===== src/rtl/vga_scanout_ctrl_pkg.sv =====
// Shared constants for the VGA scan-out path: buffer geometry, 640x480@60
// timing, signal widths and the colour-bar test pattern.
package vga_scanout_ctrl_pkg;

    localparam int IMAGE_ROW = 240;
    localparam int IMAGE_COL = 320;

    localparam int H_VISIBLE = 640;
    localparam int H_FRONT   = 16;
    localparam int H_SYNC    = 96;
    localparam int H_BACK    = 48;

    localparam int V_VISIBLE = 480;
    localparam int V_FRONT   = 10;
    localparam int V_SYNC    = 2;
    localparam int V_BACK    = 33;

    localparam int PIXEL_W = 12;
    localparam int ROW_W   = 8;
    localparam int COL_W   = 9;
    localparam int CNT_W   = 10;

    localparam int BAR_WIDTH = 80;

    localparam logic [PIXEL_W-1:0] BAR_C0 = 12'hFFF;
    localparam logic [PIXEL_W-1:0] BAR_C1 = 12'hFF0;
    localparam logic [PIXEL_W-1:0] BAR_C2 = 12'h0FF;
    localparam logic [PIXEL_W-1:0] BAR_C3 = 12'h0F0;
    localparam logic [PIXEL_W-1:0] BAR_C4 = 12'hF0F;
    localparam logic [PIXEL_W-1:0] BAR_C5 = 12'hF00;
    localparam logic [PIXEL_W-1:0] BAR_C6 = 12'h00F;
    localparam logic [PIXEL_W-1:0] BAR_C7 = 12'h000;

    // Colour of the vertical bar containing horizontal position h.
    function automatic logic [PIXEL_W-1:0] bar_color(input logic [CNT_W-1:0] h);
        logic [CNT_W-1:0] idx;
        idx = h / CNT_W'(BAR_WIDTH);
        case (idx)
            CNT_W'(0): return BAR_C0;
            CNT_W'(1): return BAR_C1;
            CNT_W'(2): return BAR_C2;
            CNT_W'(3): return BAR_C3;
            CNT_W'(4): return BAR_C4;
            CNT_W'(5): return BAR_C5;
            CNT_W'(6): return BAR_C6;
            default:   return BAR_C7;
        endcase
    endfunction

endpackage


===== src/rtl/vga_scanout_ctrl_timing.sv =====
// vga_timing_gen: pixel-enable divider, horizontal/vertical position
// counters and the combinational sync/visible decode of the current position.
module vga_timing_gen
    import vga_scanout_ctrl_pkg::*;
#(
    parameter int CLK_DIV   = 4,
    parameter int H_VISIBLE = vga_scanout_ctrl_pkg::H_VISIBLE,
    parameter int H_FRONT   = vga_scanout_ctrl_pkg::H_FRONT,
    parameter int H_SYNC    = vga_scanout_ctrl_pkg::H_SYNC,
    parameter int H_BACK    = vga_scanout_ctrl_pkg::H_BACK,
    parameter int V_VISIBLE = vga_scanout_ctrl_pkg::V_VISIBLE,
    parameter int V_FRONT   = vga_scanout_ctrl_pkg::V_FRONT,
    parameter int V_SYNC    = vga_scanout_ctrl_pkg::V_SYNC,
    parameter int V_BACK    = vga_scanout_ctrl_pkg::V_BACK
) (
    input  logic             clk,
    input  logic             rst_n,
    output logic             o_pix_tick,
    output logic [CNT_W-1:0] o_h_cnt,
    output logic [CNT_W-1:0] o_v_cnt,
    output logic             o_hs0,
    output logic             o_vs0,
    output logic             o_vis0
);

    localparam int DIV_W = (CLK_DIV > 2) ? $clog2(CLK_DIV) : 1;
    localparam logic [DIV_W-1:0] DIV_LAST = DIV_W'(CLK_DIV - 1);

    localparam logic [CNT_W-1:0] H_LAST  = CNT_W'(H_VISIBLE + H_FRONT + H_SYNC + H_BACK - 1);
    localparam logic [CNT_W-1:0] V_LAST  = CNT_W'(V_VISIBLE + V_FRONT + V_SYNC + V_BACK - 1);
    localparam logic [CNT_W-1:0] H_VIS   = CNT_W'(H_VISIBLE);
    localparam logic [CNT_W-1:0] V_VIS   = CNT_W'(V_VISIBLE);
    localparam logic [CNT_W-1:0] HS_BEG  = CNT_W'(H_VISIBLE + H_FRONT);
    localparam logic [CNT_W-1:0] HS_END  = CNT_W'(H_VISIBLE + H_FRONT + H_SYNC);
    localparam logic [CNT_W-1:0] VS_BEG  = CNT_W'(V_VISIBLE + V_FRONT);
    localparam logic [CNT_W-1:0] VS_END  = CNT_W'(V_VISIBLE + V_FRONT + V_SYNC);

    logic [DIV_W-1:0] r_div_cnt;
    logic [CNT_W-1:0] r_h_cnt;
    logic [CNT_W-1:0] r_v_cnt;
    logic             w_pix_tick;

    assign w_pix_tick = (r_div_cnt == DIV_LAST);

    // Divide the system clock down to one pixel tick every CLK_DIV clocks.
    always_ff @(posedge clk or negedge rst_n) begin
        if (!rst_n)          r_div_cnt <= '0;
        else if (w_pix_tick) r_div_cnt <= '0;
        else                 r_div_cnt <= r_div_cnt + 1'b1;
    end

    // Raster position; the line counter steps when the pixel counter wraps.
    always_ff @(posedge clk or negedge rst_n) begin
        if (!rst_n) begin
            r_h_cnt <= '0;
            r_v_cnt <= '0;
        end else if (w_pix_tick) begin
            if (r_h_cnt == H_LAST) begin
                r_h_cnt <= '0;
                r_v_cnt <= (r_v_cnt == V_LAST) ? '0 : r_v_cnt + 1'b1;
            end else begin
                r_h_cnt <= r_h_cnt + 1'b1;
            end
        end
    end

    assign o_pix_tick = w_pix_tick;
    assign o_h_cnt    = r_h_cnt;
    assign o_v_cnt    = r_v_cnt;
    assign o_vis0     = (r_h_cnt < H_VIS) && (r_v_cnt < V_VIS);
    assign o_hs0      = (r_h_cnt >= HS_BEG) && (r_h_cnt < HS_END);
    assign o_vs0      = (r_v_cnt >= VS_BEG) && (r_v_cnt < VS_END);

endmodule


===== src/rtl/vga_scanout_ctrl.sv =====
// VGA scan-out controller: reads the 320x240 frame buffer with 2x2 pixel
// doubling and drives registered 640x480 RGB444 plus syncs.
// Optional feature macro: VGA_TEST_PATTERN_EN adds the test_mode input, which
// replaces buffer data with eight vertical colour bars.
module vga_scanout_ctrl
    import vga_scanout_ctrl_pkg::*;
#(
    parameter int CLK_DIV     = 4,
    parameter bit SYNC_ACTIVE = 1'b0,
    parameter int H_VISIBLE   = vga_scanout_ctrl_pkg::H_VISIBLE,
    parameter int H_FRONT     = vga_scanout_ctrl_pkg::H_FRONT,
    parameter int H_SYNC      = vga_scanout_ctrl_pkg::H_SYNC,
    parameter int H_BACK      = vga_scanout_ctrl_pkg::H_BACK,
    parameter int V_VISIBLE   = vga_scanout_ctrl_pkg::V_VISIBLE,
    parameter int V_FRONT     = vga_scanout_ctrl_pkg::V_FRONT,
    parameter int V_SYNC      = vga_scanout_ctrl_pkg::V_SYNC,
    parameter int V_BACK      = vga_scanout_ctrl_pkg::V_BACK
) (
    input  logic               clk,
    input  logic               rst_n,
    input  logic [PIXEL_W-1:0] pixel_in,
    output logic [ROW_W-1:0]   row_read,
    output logic [COL_W-1:0]   col_read,
    output logic [3:0]         vga_r,
    output logic [3:0]         vga_g,
    output logic [3:0]         vga_b,
    output logic               vga_hsync,
    output logic               vga_vsync,
    output logic               frame_start
`ifdef VGA_TEST_PATTERN_EN
    ,
    input  logic               test_mode
`endif
);

    logic               w_pix_tick;
    logic [CNT_W-1:0]   w_h_cnt;
    logic [CNT_W-1:0]   w_v_cnt;
    logic               w_hs0;
    logic               w_vs0;
    logic               w_vis0;
    logic [PIXEL_W-1:0] w_pix_sel;

    logic [ROW_W-1:0]   r_row;
    logic [COL_W-1:0]   r_col;
    logic               r_vis1;
    logic               r_hs1;
    logic               r_vs1;
    logic               r_first1;
    logic [PIXEL_W-1:0] r_rgb;
    logic               r_hsync;
    logic               r_vsync;
    logic               r_frame_start;

    vga_timing_gen #(
        .CLK_DIV   (CLK_DIV),
        .H_VISIBLE (H_VISIBLE),
        .H_FRONT   (H_FRONT),
        .H_SYNC    (H_SYNC),
        .H_BACK    (H_BACK),
        .V_VISIBLE (V_VISIBLE),
        .V_FRONT   (V_FRONT),
        .V_SYNC    (V_SYNC),
        .V_BACK    (V_BACK)
    ) u_timing (
        .clk        (clk),
        .rst_n      (rst_n),
        .o_pix_tick (w_pix_tick),
        .o_h_cnt    (w_h_cnt),
        .o_v_cnt    (w_v_cnt),
        .o_hs0      (w_hs0),
        .o_vs0      (w_vs0),
        .o_vis0     (w_vis0)
    );

    // Address stage: halve the raster position into a buffer address, park
    // the address at 0 in blanking, and carry sync/visible along with it.
    always_ff @(posedge clk or negedge rst_n) begin
        if (!rst_n) begin
            r_row    <= '0;
            r_col    <= '0;
            r_vis1   <= 1'b0;
            r_hs1    <= 1'b0;
            r_vs1    <= 1'b0;
            r_first1 <= 1'b0;
        end else if (w_pix_tick) begin
            r_col    <= w_vis0 ? w_h_cnt[COL_W:1] : '0;
            r_row    <= w_vis0 ? w_v_cnt[ROW_W:1] : '0;
            r_vis1   <= w_vis0;
            r_hs1    <= w_hs0;
            r_vs1    <= w_vs0;
            r_first1 <= (w_h_cnt == '0) && (w_v_cnt == '0);
        end
    end

`ifdef VGA_TEST_PATTERN_EN
    logic [PIXEL_W-1:0] r_bar1;

    // Bar colour is chosen from the same raster position as the address.
    always_ff @(posedge clk or negedge rst_n) begin
        if (!rst_n)          r_bar1 <= '0;
        else if (w_pix_tick) r_bar1 <= bar_color(w_h_cnt);
    end

    assign w_pix_sel = test_mode ? r_bar1 : pixel_in;
`else
    assign w_pix_sel = pixel_in;
`endif

    // Data stage: the buffer has answered by now; register colour and syncs
    // together so they leave the block aligned.
    always_ff @(posedge clk or negedge rst_n) begin
        if (!rst_n) begin
            r_rgb         <= '0;
            r_hsync       <= ~SYNC_ACTIVE;
            r_vsync       <= ~SYNC_ACTIVE;
            r_frame_start <= 1'b0;
        end else begin
            r_frame_start <= w_pix_tick && r_first1;
            if (w_pix_tick) begin
                r_rgb   <= r_vis1 ? w_pix_sel : '0;
                r_hsync <= r_hs1 ? SYNC_ACTIVE : ~SYNC_ACTIVE;
                r_vsync <= r_vs1 ? SYNC_ACTIVE : ~SYNC_ACTIVE;
            end
        end
    end

    assign row_read    = r_row;
    assign col_read    = r_col;
    assign vga_r       = r_rgb[11:8];
    assign vga_g       = r_rgb[7:4];
    assign vga_b       = r_rgb[3:0];
    assign vga_hsync   = r_hsync;
    assign vga_vsync   = r_vsync;
    assign frame_start = r_frame_start;

endmodule

===== config.mk =====
export PLATFORM = sky130hd
export DESIGN_NAME = vga_scanout_ctrl
export DESIGN_NICKNAME = d
export VERILOG_FILES = /design/src/rtl/vga_scanout_ctrl_pkg.sv /design/src/rtl/vga_scanout_ctrl_timing.sv /design/src/rtl/vga_scanout_ctrl.sv
export SDC_FILE = /design/constraint.sdc
export NUM_CORES = 1
export LEC_CHECK = 0
export ABC_AREA = 1
export BUFFER_PORTS_ARGS = -buffer_cell sky130_fd_sc_hd__buf_2
export CAP_MARGIN = 10
export CORE_MARGIN = 3
export CORE_UTILIZATION = 46
export CTS_CLUSTER_DIAMETER = 30
export CTS_CLUSTER_SIZE = 24
export DETAILED_ROUTE_END_ITERATION = 16
export PLACE_DENSITY_LB_ADDON = 0.1
export SYNTH_ARGS = -nofsm -noshare
export SYNTH_HDL_FRONTEND = slang
export SYNTH_HIERARCHICAL = 1
export SYNTH_SLANG_ARGS = --single-unit

===== constraint.sdc =====
create_clock -name clk -period 2 [get_ports clk]
set_input_delay 0.2 -clock clk [delete_from_list [all_inputs] [get_ports clk]]
set_output_delay 0.2 -clock clk [all_outputs]
set_load 0.02 [all_outputs]

Word level (Yosys, flattened, before mapping)
Cells that the tools add are included.

Add/sub/neg operators: 3. Magnitude comparators: 6. Equality and inequality tests: 3. Muxes and demuxes: 8. Reduce and logical (&&, ||, !) cells: 8.

Operators with widths (count): adder 10 x 1 -> 10 bit (second input constant) (2); equality test 10 bit (second input constant) (2); zero test 10 bit (2); less-than comparator 10 bit (second input constant) (2); less-than comparator 10 x 9 -> 1 bit (second input constant) (2); 2-to-1 mux 10 bit (2); 2-to-1 mux 12 bit (1); >= comparator 10 bit (second input constant) (1); >= comparator 10 x 9 -> 1 bit (second input constant) (1); 2-to-1 mux 9 bit (1); 2-to-1 mux 8 bit (1); logical AND 1 bit (5); adder 2 x 1 -> 2 bit (second input constant) (1); equality test 2 bit (second input constant) (1); 2-to-1 mux 1 bit (2); 2-to-1 mux 2 bit (1); AND reduction 2 bit (1).

Bits in registers: 58. Input bits: 14. Output and inout bits: 32. Word-level logic and storage cells: 41.

Logic depth before layout (Yosys ltp)
Gate-level depths: netlist of the first run.

Depth in word-level cells: 3. Depth in mapped cells: 10.

Cells and area by module
Netlist of the first run, hierarchy kept.

Modules (own cells, without submodules): vga_scanout_ctrl (times used 1, cells each 171, area each 1487.7 um^2); vga_timing_gen (times used 1, cells each 163, area each 1246.2 um^2).

Worst setup path after synthesis of the first run
No wires, ideal clock.

Path type: reg2reg. Start: register u_timing.r_div_cnt[0]. End: register u_timing.r_h_cnt[9] (netlist: u_timing/o_h_cnt[9]). Setup time: 0.116 ns. Arrival: 1.266 ns. Data required time: 1.884 ns. Setup slack: 0.619 ns. Stages on the path, launching flop included: 10. Buffers on the path: 1. Clock period less this slack: 1.381 ns. Cells stage by stage: dfrtp_1 -> ha_1 -> clkbuf_2 -> nand2_1 -> nor2_1 -> nand2_1 -> inv_1 -> nand4_1 -> nand2_1 -> nor2_1.

Cells in the longest elaborated chain, start to end: 1.

Ends and longest elaborated chain: start, declared (line vga_scanout_ctrl_timing.sv:38) `logic [DIV_W-1:0] r_div_cnt;`; start signal, assigned (line vga_scanout_ctrl_timing.sv:49) `else r_div_cnt <= r_div_cnt + 1'b1;`; equality test 2 bit (line vga_scanout_ctrl_timing.sv:43) `assign w_pix_tick = (r_div_cnt == DIV_LAST);`; via w_pix_tick (line vga_scanout_ctrl.sv:36) `logic w_pix_tick;`; end signal, assigned (line vga_scanout_ctrl_timing.sv:62) `r_h_cnt <= r_h_cnt + 1'b1;`; end, declared (line vga_scanout_ctrl_timing.sv:39) `logic [CNT_W-1:0] r_h_cnt;`.

The timed path passes the listed nets, and every way through them passes these cells. A chain may end at the register's enable or synchronous reset.

Worst setup path in the final report of the first run
Start: register u_timing.r_h_cnt[7] (netlist: u_timing/o_h_cnt[7]). End: register r_col[4] (netlist: col_read[4]).

Cells in the longest elaborated chain, start to end: 3.

Ends and longest elaborated chain: less-than comparator 10 bit (line vga_scanout_ctrl_timing.sv:70) `assign o_vis0 = (r_h_cnt < H_VIS) && (r_v_cnt < V_VIS);`; logical AND 1 bit (line vga_scanout_ctrl_timing.sv:70); via w_vis0 (line vga_scanout_ctrl.sv:41) `logic w_vis0;`; 2-to-1 mux 9 bit (line vga_scanout_ctrl.sv:87) `r_col <= w_vis0 ? w_h_cnt[COL_W:1] : '0;`; end signal, assigned (line vga_scanout_ctrl.sv:87); end, declared (line vga_scanout_ctrl.sv:45) `logic [COL_W-1:0] r_col;`.

The timed path passes the listed nets, and every way through them passes these cells.

==> impl_metrics.csv, run 1 <==
group,metric,value,unit
sta,rsz0062_at_grt,"false",
clock_tree,cts_root_buf,"clkbuf_8",
die,rows,27,
cells_and_area,layout_common_cells,"nand2_1 (119), dfrtp_1 (56), nand3_1 (45), buf_2 (45), nor2_1 (27)",
sta,relSlewSlack,0.6661,
power_and_ir_drop,pwr-share-clk,0.483,
power_and_ir_drop,power_density,759.5,nW/µm²
die,pin_count,46,
sta,max_freq,639.3,MHz
synthesis,syn_nets,353,
die,die-area,6904,µm²
run,cap_violations,0,
drt,drt_iter0_drc,96,
clock_tree,htree_levels,3,
power_and_ir_drop,seqPwrFrac,0.485,
synthesis,synth_cells,334,
worst_setup_path,crit_type,"flip-flop to flip-flop",
sta,finalSetupTns,0,ps
cells_and_area,area_delta_synth_final,18.17,%
placed_design,dp_hpwl,4.308,mm
drt,ant_nets,0,
clock_tree,clk_latency,340,ps
worst_setup_path,critPathRequiredTime,2270,ps
clock_tree,cts_buffers,9,
worst_setup_path,crit_top_cell,"nand3_1",
sta,period_share,0.7820,
worst_setup_path,crit_family,"simple AND/OR/NAND/NOR gates",
drt,drc_errors,0,
power_and_ir_drop,p_leak,1.742,nW
power_and_ir_drop,peakVddDrop,0.0004338,V
sta,slew_viol_final,0,
synthesis,yosys_warnings,6,
worst_setup_path,reg2reg_slack,440,ps
clock_tree,cts_setup_buffers,0,
clock_tree,clockBufferDepth,2,
power_and_ir_drop,swShare,0.2217,
cells_and_area,mostFrequentLayoutCell,"nand2_1",
worst_setup_path,worst-path-buf-inv,1,
cells_and_area,layout.nets,404,
sta,tightest_slew,499.0,ps
sta,layout_min_cycle_time,1564,ps
global_route,grt_max_degree,36,
worst_setup_path,crit_arrival,1840,ps
die,initial_core_util,0.4846,
global_route,grt_pass1_wl,10.42,mm
sta,setup-violations-final,0,
synthesis,postSynthAreaPerCell,8.185,µm²
global_route,grt_pass1_vias,2236,
die,die_w,83.09,µm
clock_tree,cts_num_sinks,58,
drt,detail_route.first_pass.iterations,4,
drt,vias,2304,
synthesis,synth_seq_cells,58,
synthesis,syn_area,2734,µm²
sta,final_hold_viol_count,0,
cells_and_area,utilization,0.5726,
worst_setup_path,path_max_fanout,9,
cells_and_area,post_route_cells_drive_above_1_share,0.2000,
clock_tree,clk_pin_slew,70,ps
drt,wl_per_cell,12.93,µm
power_and_ir_drop,p_int,1.910,mW
power_and_ir_drop,power.switching,544.1,µW
synthesis,ys_seq_area_frac,0.5318,
worst_setup_path,slowest_delay,460,ps
placed_design,portBuffers,45,
drt,postRouteWirelength,5.973,mm
clock_tree,cts_tree,"built",
global_route,antenna_found_initial,0,
placed_design,gp_congestion,0.8890,
worst_setup_path,end_kind,"flip-flop",
min_path,hp-class,"input port to flip-flop",
synthesis,ys_types,23,
run_status,status,"completed",
global_route,track_usage,0.1856,
worst_setup_path,crit_chain,"nand3_1, nand3_1, nor2_1, buf_4, nand3_1, nand2_1",
global_route,overflow,0,
die,die_h,83.09,µm
drt,vias_per_cell,4.987,
worst_setup_path,worst_path_max_delay_cell,"dfrtp_1",
worst_setup_path,startpoint_type,"flip-flop",
sta,worst_clock_skew,5.377,ps
die,core-area,5642,µm²
cells_and_area,antennaDiodeCount,0,
power_and_ir_drop,power_frac_comb,0.032,
==> power groups by stage <==
| stage | Clock (mW) | Sequential [mW] | Combinational (mW) |
|---|---|---|---|
| after floorplan | 0 | 1.23 | 0.00963 |
| after global placement | 0 | 1.21 | 0.0788 |
| after detailed placement | 0 | 1.21 | 0.0805 |
| after CTS | 1.21 | 1.19 | 0.0822 |
| after global routing | 1.26 | 1.19 | 0.0899 |
| final | 1.18 | 1.19 | 0.0785 |
==> cell usage after synthesis, drive strengths merged <==
| cell | number | area, µm² |
|---|---|---|
| nand2 | 119 | 446.7 |
| dfrtp | 56 | 1401 |
| nand3 | 46 | 235.2 |
| nor2 | 31 | 126.4 |
| inv | 27 | 101.4 |
| o21ai | 15 | 75.07 |
| buf | 12 | 93.84 |
| nor3 | 6 | 30.03 |
| xor2 | 6 | 52.55 |
| ha | 5 | 62.56 |
| nand4 | 4 | 25.02 |
| dfstp | 2 | 52.55 |
| a21oi | 1 | 5.000 |
| clkbuf | 1 | 5.000 |
| clkinv | 1 | 5.000 |
| nand3b | 1 | 7.510 |
| xnor2 | 1 | 8.760 |
==> registers in the layout, indices dropped and copies added, names as in the netlist <==
signal / count
r_rgb: 12
u_timing/o_h_cnt: 10
u_timing/o_v_cnt: 10
col_read: 9
row_read: 8
u_timing/r_div_cnt: 2
frame_start: 1
r_first1: 1
r_hs1: 1
r_vis1: 1
r_vs1: 1
vga_hsync: 1
vga_vsync: 1
==> final cells by class <==
type	count	area [µm²]
Multi-Input combinational cell	235	1075
Clock inverter	7	93.84
Clock buffer	9	123.9
Fill cell	514	2411
Tap cell	72	90.09
Sequential cell	58	1454
Timing Repair Buffer	53	287.8
Inverter	28	106.4
==> through the flow <==
stage	std cells	worst slack [ps]	hold slack (ps)	cell area, µm²	power, mW
after global placement	445	536.7	196.7	3003	1.291
after detailed placement	445	476.3	194.8	3003	1.294
after global routing	462	249.1	92.49	3231	2.545
after CTS	462	451.2	77.37	3231	2.480
final	462	435.9	85.84	3231	2.454
after floorplan	334	618.6	-95.59	2734	1.239
==> final timing paths <==
check | cells past startpoint | from | endpoint
worst min register to register | 1 | r_vs1 | vga_vsync
worst max-delay path | 6 | u_timing/o_h_cnt[7] | col_read[4]
min in group asynchronous | 2 | rst_n | r_rgb[6]
worst min-delay path | 3 | pixel_in[7] | r_rgb[7]
worst max register to register | 6 | u_timing/o_h_cnt[7] | col_read[4]
max in group asynchronous | 3 | rst_n | vga_hsync
==> worst reg2reg max path, stage by stage, from the launching register on <==
cell and delay, ps:
dfrtp_1 460, nand3_1 150, nand3_1 80, nor2_1 400, buf_4 250, nand3_1 90
nand2_1 80
==> metal layers <==
metal,share of wire,GRT usage,vias up
met1,0.49,0.2560,1082
met2,0.45,0.2806,54
li1,-,-,1160
met4,0.013,0.08618,0
met5,0,0,-
met3,0.045,0.03869,8
==> kinds of logic after synthesis <==
logic type               count (synthesis)  share of synthesized area
AO/OA/AOI/OAI                           16                    0.02929
XOR/XNOR                                 7                    0.02243
adder cells (fa/ha/maj)                  5                    0.02288
buffers and inverters                   41                    0.07505
flip-flops                              58                     0.5318
AND/OR/NAND/NOR                        207                     0.3185
==> repair_timing <==
item                                   in CTS  in global routing
resized for setup                           0                  0
endpoints found under the hold margin      20                  0
hold buffers                                1                  0
Note: power is estimated with default switching activity, not from simulation.
==> run 2: changes to the inputs <==
clock period = 1.44 ns   (was 2 ns; I/O delays follow)
==> impl_metrics.csv, run 2 (synthesis gave the netlist of run 1 again) <==
group,metric,value,unit
run_status,status,"completed",
die,die_w,83.09,µm
drt,drt_iter0_drc,124,
die,rows,27,
die,pin_count,46,
sta,worst_clock_skew,9.890,ps
sta,max_freq,772.0,MHz
power_and_ir_drop,power_density,970.4,nW/µm²
clock_tree,cts_setup_buffers,0,
drt,detail_route.first_pass.iterations,4,
placed_design,dp_slack,103.6,ps
clock_tree,clk_pin_slew,70,ps
clock_tree,clk_latency,340,ps
placed_design,portBuffers,45,
sta,tightest_slew,433.4,ps
clock_tree,cts_buffers,9,
cells_and_area,utilization,0.6006,
global_route,overflow,0,
power_and_ir_drop,peakVddDrop,0.0004867,V
sta,setup-violations-final,0,
placed_design,placed_cell_area,3151,µm²
min_path,hp-class,"input port to flip-flop",
cells_and_area,design_area,3388,µm²
cells_and_area,mostFrequentLayoutCell,"nand2_1",
cells_and_area,antennaDiodeCount,0,
placed_design,dp_hpwl,4.192,mm
cells_and_area,layout_common_cells,"nand2_1 (119), dfrtp_1 (55), buf_2 (45), nand3_1 (44), nor2_1 (25)",
drt,postRouteWirelength,5.816,mm
sta,worst_slack,144.6,ps
drt,vias,2313,
placed_design,gp_congestion,0.8800,
die,initial_core_util,0.4846,
clock_tree,cts_root_buf,"clkbuf_8",
cells_and_area,area_delta_synth_final,23.94,%
drt,wl_per_cell,12.24,µm
die,die_h,83.09,µm
drt,vias_per_cell,4.869,
sta,rsz0062_at_grt,"false",
clock_tree,cts_tree,"built",
sta,period_share,0.8996,
cells_and_area,post_route_cells_drive_above_1_share,0.2407,
cells_and_area,largest_reg_flops,12,
worst_setup_path,end_kind,"flip-flop",
sta,relSlewSlack,0.7110,
sta,slew_viol_final,0,
sta,finalSetupTns,0,ps
drt,drc_errors,0,
cells_and_area,largest_register,"r_rgb",
global_route,grt_pass1_wl,10.58,mm
run,cap_violations,0,
cells_and_area,layout.nets,417,
clock_tree,htree_levels,3,
drt,ant_nets,0,
sta,layout_min_cycle_time,1295,ps
global_route,track_usage,0.1897,
sta,final_hold_viol_count,0,
worst_setup_path,crit_arrival,1510,ps
worst_setup_path,path_max_fanout,13,
worst_setup_path,critPathRequiredTime,1650,ps
die,core-area,5642,µm²
clock_tree,cts_num_sinks,58,
worst_setup_path,crit_type,"flip-flop to flip-flop",
global_route,grt_pass1_vias,2313,
global_route,grt_max_degree,32,
global_route,antenna_found_initial,0,
power_and_ir_drop,p_leak,1.829,nW
clock_tree,clockBufferDepth,2,
die,die-area,6904,µm²
worst_setup_path,startpoint_type,"flip-flop",
## run 2: cell types whose count changed in the layout (fill, tap and decap cells not counted), sizes merged
cell | before | now
buf | 52 | 65
clkbuf | 9 | 11
bufinv | 2 | 1
clkinvlp | 2 | 1
## run 2: path summary, 6_finish.rpt
kind,startpoint,endpoint,cells after the start,slack (ps)
max,u_timing/o_h_cnt[0],u_timing/o_v_cnt[3],7,140
min,pixel_in[0],r_rgb[0],3,30
max reg2reg,u_timing/o_h_cnt[0],u_timing/o_v_cnt[3],7,140
min reg2reg,r_hs1,vga_hsync,1,420
max in group asynchronous,rst_n,vga_hsync,3,620
min in group asynchronous,rst_n,r_rgb[4],2,280
## run 2: per-stage QoR
step	hold slack, ps	std cells	total power, mW
2_1_floorplan	-151.6	334	1.721
3_3_place_gp	103.3	458	1.802
3_5_place_dp	112.9	458	1.805
4_1_cts	20.31	475	3.329
5_1_grt	27.86	475	3.427
6_report	28.22	475	3.288
## run 2: cell type report
type | count | area [µm²]
Timing Repair Buffer | 66 | 435.4
Multi-Input combinational cell | 235 | 1097
Inverter | 28 | 106.4
Tap cell | 72 | 90.09
Clock inverter | 5 | 52.55
Fill cell | 517 | 2253
Clock buffer | 11 | 151.4
Sequential cell | 58 | 1455
## run 2: report_power, final
group	switching [mW]	internal (mW)
Combinational	0.0736	0.0439
Sequential	0.00839	1.65
Clock	0.632	0.883
## run 2: layer usage
layer / GRT usage / routed length, µm
met5: 0 / 0
met4: 0.09361 / 121
met3: 0.04762 / 291
met2: 0.2821 / 2628
met1: 0.2572 / 2775
## run 2: repair_timing
item,in CTS,in global routing
endpoints found under the hold margin,15,0
hold buffers,1,0
gates resized for setup,0,7
setup endpoints to repair,0,16
## run 2: critical path: stages (launching register included)
cell and delay [ps]:
dfrtp_1 380, ha_1 210, nand3_1 90, nor2_2 50
nand3_2 70, clkinv_2 160, nand3_1 130, o21ai_0 80
